==> src/rtl/ccr_unit.sv <==
// Condition-code register with branch evaluation and optional interrupt save/restore.
// Define CCR_SAVE_EN to enable the IDLE/SAVE/ISR/RESTORE context-save state machine.
module ccr_unit (
  input  logic       clk,
  input  logic       rst_n,
  input  logic       alu_en,
  input  logic [3:0] alu_op,
  input  logic       c_in,
  input  logic       n_in,
  input  logic       z_in,
  input  logic       stall,
  input  logic       br_valid,
  input  logic [1:0] br_type,
  input  logic       int_req,
  input  logic       rti,
  output logic [2:0] flags_old,
  output logic       br_taken,
  output logic       in_isr,
  output logic       nest_err
);

  localparam int unsigned FLAG_W = 3;
  localparam int unsigned OP_W   = 4;
  localparam logic [OP_W-1:0] OP_LAST_WR = OP_W'(4'b1011);

  localparam logic [1:0] BR_JZ  = 2'b00;
  localparam logic [1:0] BR_JN  = 2'b01;
  localparam logic [1:0] BR_JC  = 2'b10;

  logic [FLAG_W-1:0] ccr_q;
  logic [FLAG_W-1:0] ccr_d;
  logic              sel_flag;

  assign flags_old = ccr_q;

  // Branch decision uses the registered CCR only (no bypass from ALU flags)
  always_comb begin
    sel_flag = 1'b1;
    case (br_type)
      BR_JZ:   sel_flag = ccr_q[0];
      BR_JN:   sel_flag = ccr_q[1];
      BR_JC:   sel_flag = ccr_q[2];
      default: sel_flag = 1'b1;
    endcase
    br_taken = br_valid & sel_flag;
  end

  // ALU write first, then the taken-branch clear wins on the tested bit
  always_comb begin
    ccr_d = ccr_q;
    if (alu_en && (alu_op <= OP_LAST_WR)) begin
      ccr_d = {c_in, n_in, z_in};
    end
    if (br_taken) begin
      case (br_type)
        BR_JZ:   ccr_d[0] = 1'b0;
        BR_JN:   ccr_d[1] = 1'b0;
        BR_JC:   ccr_d[2] = 1'b0;
        default: ;
      endcase
    end
  end

`ifdef CCR_SAVE_EN
  typedef enum logic [1:0] {
    IDLE    = 2'b00,
    SAVE    = 2'b01,
    ISR     = 2'b10,
    RESTORE = 2'b11
  } state_t;

  state_t            state_q;
  logic [FLAG_W-1:0] saved_q;
  logic              in_isr_q;
  logic              nest_err_q;

  assign in_isr   = in_isr_q;
  assign nest_err = nest_err_q;

  // A restore on the rti edge overrides the normal CCR update
  always_ff @(posedge clk or negedge rst_n) begin
    if (!rst_n) begin
      ccr_q      <= '0;
      saved_q    <= '0;
      state_q    <= IDLE;
      in_isr_q   <= 1'b0;
      nest_err_q <= 1'b0;
    end else if (!stall) begin
      ccr_q <= ccr_d;
      case (state_q)
        IDLE: begin
          if (rti) nest_err_q <= 1'b1;
          if (int_req) begin
            state_q  <= SAVE;
            saved_q  <= ccr_q;
            in_isr_q <= 1'b1;
          end
        end
        SAVE: begin
          if (rti) nest_err_q <= 1'b1;
          state_q <= ISR;
        end
        ISR: begin
          if (int_req) nest_err_q <= 1'b1;
          if (rti) begin
            state_q  <= RESTORE;
            ccr_q    <= saved_q;
            in_isr_q <= 1'b0;
          end
        end
        default: begin
          state_q  <= IDLE;
          in_isr_q <= 1'b0;
        end
      endcase
    end
  end
`else
  logic unused_save_in;
  assign unused_save_in = int_req ^ rti;

  assign in_isr   = 1'b0;
  assign nest_err = 1'b0;

  always_ff @(posedge clk or negedge rst_n) begin
    if (!rst_n) begin
      ccr_q <= '0;
    end else if (!stall) begin
      ccr_q <= ccr_d;
    end
  end
`endif

endmodule

==> config.mk <==
export PLATFORM = sky130hd
export DESIGN_NAME = ccr_unit
export DESIGN_NICKNAME = d
export VERILOG_FILES = /design/src/rtl/ccr_unit.sv
export SDC_FILE = /design/constraint.sdc
export NUM_CORES = 1
export LEC_CHECK = 0
export ABC_AREA = 1
export ABC_CLOCK_PERIOD_IN_PS = 1500
export BUFFER_PORTS_ARGS = -buffer_cell sky130_fd_sc_hd__buf_4
export CORE_AREA = 8 8 45 47
export CTS_CLUSTER_DIAMETER = 200
export DETAILED_ROUTE_END_ITERATION = 7
export DIE_AREA = 0 0 53 55
export REMOVE_ABC_BUFFERS = 1
export SYNTH_ARGS = -nofsm -noshare
export SYNTH_HDL_FRONTEND = slang
export SYNTH_SLANG_ARGS = --single-unit
==> constraint.sdc <==
create_clock -name clk -period 1.5 [get_ports clk]
set_clock_uncertainty 0.1 [all_clocks]
set_input_delay 0 -clock clk [delete_from_list [all_inputs] [get_ports clk]]
set_output_delay 0 -clock clk [all_outputs]
set_load 0.1 [all_outputs]
==> results.py <==
metrics = {
    "logic_synthesis": {
        "synth_seq_area_share_pct": 31.41,
        "synth-async-reset-ratio_pct": 100.0,
        "synth_enable_flop_cells": 0,
        "synth.ff_latch_count": 3,
        "synth_top_cell_by_area": "dfrtp_1",
        "synth_cell_type_count": 10,
        "synthTopCellsByArea": "dfrtp_1 31%, nand2_1 20%, nand3_1 17%",
        "syn_inst": 39,
        "yosysMostFrequentCell": "nand2_1",
        "synth.avg_cell_area_um2": 6.128,
        "synthesis.area_um2": 239.0,
        "yosysWarnings": 0,
        "synthFlopType": "dfrtp_1",
        "yosys-top-cells-count": "13 x nand2_1, 8 x nand3_1, 6 x inv_1",
        "synth_top_area_share_pct": 31.41,
    },
    "power_and_ir_drop": {
        "leakage_nw": 0.2453,
        "power_density_mw_per_mm2": 1153,
        "irDropWorstVdd_v": 0.0003433,
        "finalPower_w": 0.0004919,
    },
    "clock_network": {
        "clk_pin_slew_ns": 0.04,
        "post_cts_buffers": 0,
        "cts_sinks": 3,
        "clk_path_buf_depth": 2,
        "htreeDepth": 1,
        "post_cts_resized": 0,
        "cts_tree": "built",
        "clock_latency_ns": 0.23,
        "cts_buffers": 3,
        "holdBufCountCts": 4,
        "cts_root_buf": "clkbuf_4",
    },
    "floorplanning": {
        "die-area_mm2": 0.002915,
        "start_util_pct": 17.27,
        "die_x_um": 53,
        "num_rows": 14,
        "dieHeight_um": 55,
        "core_area_mm2": 0.001384,
        "design.portCount": 22,
    },
    "placement": {
        "dp_hpwl_um": 593.3,
        "dpl_worst_slack_ns": 0.3874,
        "place_congestion": 0.7408,
        "placed_cells": 69,
        "port_buffers": 15,
    },
    "min_path": {
        "hold_class": "input port to flop",
    },
    "global_routing": {
        "grt_max_degree": 7,
        "grt_overflow_total": 0,
        "grt_pass1_wl_um": 1193,
        "antenna_found_initial": 0,
        "grtUsageTotal_pct": 5.692,
        "grt_pass1_vias": 312,
    },
    "drt": {
        "drcViolationCount": 0,
        "drt_first_pass_iters": 4,
        "ant_nets": 0,
        "first_iter_violations": 4,
        "via_per_inst": 3.922,
        "routedWlPerCell_um": 9.792,
        "via_count": 302,
        "routed_wl_um": 754,
    },
    "timing": {
        "report.final.slew_viol_count": 0,
        "setup_violations": 0,
        "timing.fmax_ghz": 0.7337,
        "rsz0062_at_grt": "no",
        "hold_viol": 0,
        "fin_crit_ns": 1.363,
        "finalWorstSetupSlack_ns": 0.1371,
        "tns_ns": 0,
        "period_share_pct": 90.86,
    },
    "critical_path": {
        "cp-end-kind": "primary output",
        "required_ns": 1.40,
        "crit_chain": "o21ai_0 > nand3_1 > nand2_1 > inv_1 > buf_4",
        "critPathSlowestCell": "dfrtp_1",
        "worstPathArrival_ns": 1.26,
        "critical_path_class": "flop to primary output",
        "cp-start-kind": "flop",
        "rrSetupSlack_ns": 0.44,
        "path_max_fanout": 4,
        "slowest_delay_ns": 0.39,
    },
    "job": {
        "maxCapViolations": 0,
    },
    "cells_and_area": {
        "antenna_cells": 0,
        "fin_cells": 77,
        "nets": 78,
        "drive_gt1_share_pct": 31.15,
        "finish.utilization_pct": 30.83,
        "largest_reg_flops": 3,
        "fill_cells": 154,
        "area_delta_synth_final_pct": 78.53,
    },
    "run_status": {
        "status": "complete, no violations",
    },
}
-- through the flow --
stage / hold slack [ns] / cell area (µm²)
floorplan: -0.3956 / 227.7
global placement: -0.3091 / 360.3
detailed placement: -0.3086 / 360.3
CTS: 0.0005289 / 426.7
global route: 0.02270 / 426.7
finish: 0.002228 / 426.7
-- kinds of logic after synthesis --
logic type / synth area share, %
buf+inv: 15.70
other cells: 1.569
flops: 31.41
compound gates: 6.804
simple gates: 44.51
-- critical path: cells and delay by family, from the launching register on --
kind                   cells  cell delay (ns)
buffers and inverters      2             0.26
AND/OR/NAND/NOR            2             0.24
flip-flops                 1             0.39
AO/OA/AOI/OAI              1             0.15
-- power breakdown --
group	leakage, nW	switching, W	internal (W)
Combinational	0.193	0.000181	0.0000619
Clock	0.0150	0.0000435	0.0000998
Sequential	0.0377	0.0000115	0.0000944
-- per-layer routing --
metal,track usage [%],wire length [µm]
met5,0,0
met4,3.879,0
met3,3.743,112
met2,9.375,360
met1,5.038,281
-- layout make-up --
type	instances	area (µm²)	share of cell area, %
multi-input combinational	29	130.1	30.50
tap	16	20.02	4.692
sequential	3	75.07	17.60
timing repair buffer	19	152.6	35.78
inverter	6	22.52	5.279
clock buffer	4	26.28	6.158
-- layout by cell type (no fill, tap or decap) --
cell type and count:
inv_1 6, clkbuf_1 1, dfrtp_1 3, a21boi_2 1
o21ai_0 1, clkbuf_4 3, buf_4 15, nor2_1 2
nand2_1 13, conb_1 2, nand3_1 8, dlygate4sd3_1 4
nor3_1 2
-- worst paths after layout --
kind | depth (start not counted) | endpoint | from
hold reg to reg | 4 | flags_old[2]$_DFFE_PN0N_ | flags_old[2]$_DFFE_PN0N_
hold / removal | 5 | flags_old[2]$_DFFE_PN0N_ | stall
max in group asynchronous | 3 | flags_old[0]$_DFFE_PN0N_ | rst_n
setup / recovery | 5 | br_taken | flags_old[1]$_DFFE_PN0N_
min in group asynchronous | 3 | flags_old[1]$_DFFE_PN0N_ | rst_n
setup reg to reg | 5 | flags_old[0]$_DFFE_PN0N_ | flags_old[1]$_DFFE_PN0N_
No activity file was read; power rests on OpenSTA's default activity.
